==> src/rtl/ca_epl_correlator.sv <==
// ca_epl_correlator
//   Despreads a baseband sample stream against early/prompt/late C/A code
//   replicas and integrate-and-dumps over a programmable number of 1023-chip
//   code epochs. The dump carries the three correlation sums, the number of
//   samples integrated and a sticky saturation flag, strobed by dv_out.
//
// Ports
//   clk        in   rising-edge clock
//   reset      in   synchronous, active-high
//   enable     in   0 = hold in IDLE with accumulators cleared
//   n_epochs   in   code epochs per dump (0 behaves as 1)
//   dv_in      in   sample/code/epoch qualifier
//   sample     in   signed two's-complement baseband sample
//   code_e/p/l in   replica chips, 0 => +1, 1 => -1
//   epoch      in   first sample of a code period (qualified by dv_in)
//   dv_out     out  one-cycle dump strobe
//   e/p/l_sum  out  correlation sums, held until the next dump
//   n_samples  out  dv_in samples integrated in the dump (saturating)
//   sat        out  any accumulator clamped during the dump

// One correlator arm: chip-signed product and saturating accumulator.
module ca_epl_lane #(
    parameter int SAMPLE_W = 4,
    parameter int ACC_W    = 24
) (
    input  logic                clk,
    input  logic                reset,
    input  logic                clr,     // discard partial integration
    input  logic                load,    // restart with this sample's product
    input  logic                add,     // accumulate this sample's product
    input  logic [SAMPLE_W-1:0] sample,
    input  logic                chip,
    output logic [ACC_W-1:0]    acc,
    output logic                ovf      // the add would leave the ACC_W range
);
    localparam logic [ACC_W-1:0] MAXV = {1'b0, {(ACC_W-1){1'b1}}};
    localparam logic [ACC_W-1:0] MINV = {1'b1, {(ACC_W-1){1'b0}}};

    logic [SAMPLE_W:0] smp_x, prod;
    logic [ACC_W-1:0]  prod_x, acc_nxt;
    logic [ACC_W:0]    sum;

    always_comb begin
        // One extra bit so that negating the most negative sample cannot wrap.
        smp_x   = {sample[SAMPLE_W-1], sample};
        prod    = chip ? (~smp_x + 1'b1) : smp_x;
        prod_x  = {{(ACC_W-SAMPLE_W-1){prod[SAMPLE_W]}}, prod};
        sum     = {acc[ACC_W-1], acc} + {prod_x[ACC_W-1], prod_x};
        ovf     = sum[ACC_W] ^ sum[ACC_W-1];
        acc_nxt = ovf ? (sum[ACC_W] ? MINV : MAXV) : sum[ACC_W-1:0];
    end

    always_ff @(posedge clk) begin
        if (reset || clr)
            acc <= '0;
        else if (load)
            acc <= prod_x;
        else if (add)
            acc <= acc_nxt;
    end
endmodule

module ca_epl_correlator #(
    parameter int SAMPLE_W = 4,
    parameter int ACC_W    = 24,
    parameter int NEP_W    = 5
) (
    input  logic                clk,
    input  logic                reset,
    input  logic                enable,
    input  logic [NEP_W-1:0]    n_epochs,
    input  logic                dv_in,
    input  logic [SAMPLE_W-1:0] sample,
    input  logic                code_e,
    input  logic                code_p,
    input  logic                code_l,
    input  logic                epoch,
    output logic                dv_out,
    output logic [ACC_W-1:0]    e_sum,
    output logic [ACC_W-1:0]    p_sum,
    output logic [ACC_W-1:0]    l_sum,
    output logic [ACC_W-1:0]    n_samples,
    output logic                sat
);
    localparam int NUM_LANES = 3;  // lane 0 = early, 1 = prompt, 2 = late

    typedef enum logic {IDLE, ACCUM} state_t;

    state_t                          state, state_nxt;
    logic                            clr, load, add, dump;
    logic [NUM_LANES-1:0]            chips, ovf;
    logic [NUM_LANES-1:0][ACC_W-1:0] acc;
    logic [NEP_W-1:0]                ep_cnt, ep_max;
    logic [ACC_W-1:0]                n_cnt;
    logic                            sticky;

    assign chips  = {code_l, code_p, code_e};
    assign ep_max = (n_epochs == '0) ? NEP_W'(1) : n_epochs;

    genvar g;
    generate
        for (g = 0; g < NUM_LANES; g++) begin : g_lane
            ca_epl_lane #(.SAMPLE_W(SAMPLE_W), .ACC_W(ACC_W)) u_lane (
                .clk    (clk),
                .reset  (reset),
                .clr    (clr),
                .load   (load),
                .add    (add),
                .sample (sample),
                .chip   (chips[g]),
                .acc    (acc[g]),
                .ovf    (ovf[g])
            );
        end
    endgenerate

    always_ff @(posedge clk) begin
        if (reset)
            state <= IDLE;
        else
            state <= state_nxt;
    end

    always_comb begin
        state_nxt = state;
        clr       = 1'b0;
        load      = 1'b0;
        add       = 1'b0;
        dump      = 1'b0;
        if (!enable) begin
            state_nxt = IDLE;
            clr       = 1'b1;
        end else begin
            case (state)
                IDLE: begin
                    // Only an epoch-aligned sample may open an integration.
                    if (dv_in && epoch) begin
                        state_nxt = ACCUM;
                        load      = 1'b1;
                    end
                end
                ACCUM: begin
                    if (dv_in) begin
                        // >= rather than == so lowering n_epochs mid-dump
                        // below the running count still closes the dump.
                        if (epoch && (ep_cnt >= ep_max)) begin
                            dump = 1'b1;
                            load = 1'b1;
                        end else begin
                            add = 1'b1;
                        end
                    end
                end
                default: state_nxt = IDLE;
            endcase
        end
    end

    always_ff @(posedge clk) begin
        if (reset) begin
            ep_cnt    <= '0;
            n_cnt     <= '0;
            sticky    <= 1'b0;
            dv_out    <= 1'b0;
            e_sum     <= '0;
            p_sum     <= '0;
            l_sum     <= '0;
            n_samples <= '0;
            sat       <= 1'b0;
        end else begin
            dv_out <= dump;
            if (clr) begin
                ep_cnt <= '0;
                n_cnt  <= '0;
                sticky <= 1'b0;
            end else if (load) begin
                ep_cnt <= NEP_W'(1);
                n_cnt  <= ACC_W'(1);
                sticky <= 1'b0;
            end else if (add) begin
                if (!(&n_cnt))
                    n_cnt <= n_cnt + 1'b1;
                if (epoch)
                    ep_cnt <= ep_cnt + 1'b1;
                sticky <= sticky | (|ovf);
            end
            // Dump captures the sums before the current sample is folded in;
            // that sample seeds the next integration through load.
            if (dump) begin
                e_sum     <= acc[0];
                p_sum     <= acc[1];
                l_sum     <= acc[2];
                n_samples <= n_cnt;
                sat       <= sticky;
            end
        end
    end
endmodule

==> config.mk <==
export PLATFORM = sky130hd
export DESIGN_NAME = ca_epl_correlator
export DESIGN_NICKNAME = d
export VERILOG_FILES = /design/src/rtl/ca_epl_correlator.sv
export SDC_FILE = /design/constraint.sdc
export NUM_CORES = 1
export LEC_CHECK = 0
export BUFFER_PORTS_ARGS = -buffer_cell sky130_fd_sc_hd__clkbuf_2
export CAP_MARGIN = 20
export CORE_MARGIN = 5
export CORE_UTILIZATION = 25
export DETAILED_ROUTE_END_ITERATION = 7
export PLACE_DENSITY_LB_ADDON = 0.3
export SETUP_SLACK_MARGIN = 0.1
export SYNTH_ARGS = -nofsm -noshare
export SYNTH_HDL_FRONTEND = slang
export SYNTH_SLANG_ARGS = --single-unit
export TNS_END_PERCENT = 5
==> constraint.sdc <==
create_clock -name clk -period 7.3 [get_ports clk]
set_input_delay 1.46 -clock clk [delete_from_list [all_inputs] [get_ports clk]]
set_output_delay 1.46 -clock clk [all_outputs]
set_load 0.05 [all_outputs]
==> results.md <==
- Status: complete, no violations
- Reg area: 4020 µm²
- Cell variety after synth: 85
- Row cnt: 80
- CP max FO: 23
- Quantity of hold-fixing buffers added after cts: 0
- Hold Crit Class: reg2reg
- Largest net degree at the start of global routing: 75
- Die Height: 228 µm
- Synth Cell Area: 11900 µm²
- Hold WS: 452 ps
- Count of pins over their slew limit: 0
- Synth-to-Final Area Change: 18.1%
- # resized after CTS: 0
- Peak supply drop: 0.144 mV
- Core ar.: 47400 µm²
- Final-report hold violation count: 0
- Final setup vio count: 0
- Worst-skew pair later-pin latency: 540 ps
- Clock Skew: 7.03 ps
- CTS clk-pin slew, worst paths: 60 ps
- Startpoint types: input pin
- Maximum root-to-sink buffer count: 3
- Gate count of the mapped netlist: 1528
- LEAKAGE: 5.58 nW
- Yosys reg bits: 201
- Synthesized Nets: 1628
- Drt drc: 0
- Share of the clock period used by the worst path: 73.7%
- DR vias/cell: 4.99
- Root buffer cell: clkbuf_16
- Setup TNS: 0 ps
- TritonCTS clock tree: built
- First-pass GRT wire length: 59300 µm
- Final core occ: 29.7%
- Relative slew slack: 25.7%
- Full die area: 52200 µm²
- Footprint of the multi-input gates: 7440 µm²
- Num ports: 115
- Post-synth EDFFs: 0
- RSZ-0062 raised after global routing: false
- Max-Cap Viols: 0
- Worst setup EP type: register
- Actual slew at the worst max-slew pin: 1110 ps
- GPL Wtd Cong: 0.849
- DRT Wirelength: 35500 µm
- Post-synth ARST share: 0%
- FILL cells: 5143
- Max Fclk: 186 MHz
- Total CTS buffers: 26
- Power Dens Cells: 209 nW/µm²
- H-tree lvl count: 1
- DR pass1 iterations: 5
- WL per Instance: 15.9 µm
- Total track usage: 13.3%
- Primary FF master, synth: dfxtp_1
- Via count: 11200
- Crit path time final: 5380 ps
- First-iteration detailed-routing DRC count: 619
- Fraction of the yosys area taken by sequential cells: 33.8%
- Kind of critical path: in2reg
- Antenna violations before repair: 3
- Yosys warnings: 0
- CTS Sinks: 201
- Number of diodes: 0
- Setup repair bufs after CTS: 0
- Required @ worst endpoint: 7680 ps
- Net count, final: 1706
- Share of cells above drive strength 1: 13.1%
- Detail Route Antenna Nets: 0
- Syn Area/Cell: 7.80 µm²
- Die W: 228 µm
- Initial Utilization: 25.1%
- HPWL after DPL: 25500 µm
- # port buffers: 114
- Vias in the first global route: 11100
- Arrival time worst endpoint: 5760 ps
- Overflow after GRT: 0
[cell families (layout without fill, tap and decap cells)]
group	Yosys count	in the layout	synth area share (%)
buf+inv	122	220	4.06
flops	201	201	33.8
mux	6	6	0.546
fa+ha+maj	87	87	9.24
xor+xnor	80	80	5.88
compound gates	545	545	27.9
simple gates	487	487	18.6
[synth_stat cells, types with 5 or more instances]
| master | n | share of area (%) |
|---|---|---|
| dfxtp_1 | 201 | 34 |
| a31oi_1 | 12 | 0.63 |
| nor3b_1 | 6 | 0.38 |
| inv_1 | 40 | 1.3 |
| nor3_1 | 12 | 0.50 |
| a21o_1 | 41 | 2.6 |
| o31ai_1 | 5 | 0.31 |
| xnor2_1 | 60 | 4.4 |
| xor2_1 | 20 | 1.5 |
| or3_1 | 14 | 0.73 |
| ha_1 | 80 | 8.4 |
| clkbuf_1 | 68 | 2.1 |
| nor2_1 | 60 | 1.9 |
| o22ai_1 | 8 | 0.42 |
| nand4_1 | 13 | 0.68 |
| and3_1 | 19 | 1.0 |
| a21oi_2 | 11 | 0.81 |
| nor4_1 | 20 | 1.0 |
| a211oi_1 | 15 | 0.94 |
| mux2i_1 | 5 | 0.42 |
| nand2b_1 | 10 | 0.52 |
| buf_1 | 5 | 0.16 |
| nand2_1 | 279 | 8.8 |
| o21a_1 | 11 | 0.69 |
| a21oi_1 | 224 | 9.4 |
| and4_1 | 5 | 0.37 |
| o21bai_1 | 12 | 0.76 |
| nor2b_1 | 8 | 0.42 |
| and2_1 | 8 | 0.42 |
| o21ai_0 | 128 | 5.4 |
| buf_2 | 6 | 0.25 |
| o211ai_1 | 13 | 0.82 |
| nand3_1 | 15 | 0.63 |
[sequential cells by signal (all words and copies together), names as in the netlist]
register and count:
e_sum 24, sat 1, p_sum 24, n_samples 24
dv_out 1, state 1, l_sum 24, g_lane.u_lane.acc 72
ep_cnt 5, sticky 1, n_cnt 24
[stage by stage]
| step | total power (W) | area [µm²] | worst slack (ps) | std cells |
|---|---|---|---|---|
| finish | 0.00295 | 14100 | 1920 | 2241 |
| CTS | 0.00300 | 14100 | 1920 | 2241 |
| detailed placement | 0.00152 | 13100 | 1360 | 2193 |
| global route | 0.00310 | 14100 | 1590 | 2241 |
| global placement | 0.00152 | 13100 | 1440 | 2192 |
| floorplan | 0.00143 | 11900 | 1660 | 1528 |
[metal layers]
layer	routed length (µm)	GRT usage (%)	share of wire, %	up-vias
li1	-	-	-	5664
met1	17100	18.0	48	5299
met2	15900	21.7	45	160
met3	1580	2.81	4.4	57
met4	961	3.54	2.7	6
met5	34	0	0.096	-
[cells in the final DEF (no fill, tap or decap), types with 6 or more instances in the layout]
cell / instances
nand3_1: 15
o21ai_0: 128
a31oi_1: 12
xor2_1: 20
and2_1: 8
ha_1: 80
o22ai_1: 8
o211ai_1: 13
nor3_1: 12
nand2b_1: 10
nor4_1: 20
bufinv_16: 6
a211oi_1: 15
and3_1: 19
inv_1: 40
clkbuf_16: 27
nand2_1: 279
o21bai_1: 12
a21o_1: 41
nor2_1: 60
buf_4: 18
nor2b_1: 8
nand4_1: 13
a21oi_2: 11
dfxtp_1: 201
xnor2_1: 60
o21a_1: 11
clkbuf_2: 113
a21oi_1: 224
or3_1: 14
[critical path, cell delays in order]
cell	delay, ps
clkbuf_2	210
inv_1	70
ha_1	240
nand2b_1	120
nand2_1	80
mux2i_2	150
buf_4	320
ha_1	330
a21o_1	240
a221oi_2	370
a2111oi_1	170
a2111o_1	460
a21oi_2	200
o21ai_1	140
a221oi_4	970
o22ai_1	200
[layout make-up]
class,count,area share (%)
tap,615,5.47
timing repair buffer,132,5.06
inverter,40,1.07
multi-input combinational,1205,52.9
clock buffer,32,5.22
clock inverter,16,1.74
sequential,201,28.6
[report_power, final]
part           switching (W)  total, W  leakage, nW  internal [W]
combinational       0.000239  0.000382         3.49      0.000143
clock               0.000521   0.00145        0.476      0.000926
sequential         0.0000102   0.00112         1.62       0.00111
total               0.000771   0.00295         5.58       0.00218
[path summary, 6_finish.rpt]
| path | slack, ps | startpoint | endpoint | depth (start not counted) |
|---|---|---|---|---|
| worst min register to register | 450 | e_sum[21] | e_sum[21] | 2 |
| worst max-delay path | 1920 | sample[0] | g_lane[1].u_lane.acc[10] | 16 |
| worst min-delay path | 450 | e_sum[21] | e_sum[21] | 2 |
| worst max register to register | 3460 | g_lane[1].u_lane.acc[0] | g_lane[1].u_lane.acc[10] | 10 |
(Power assumes the default switching activity.)
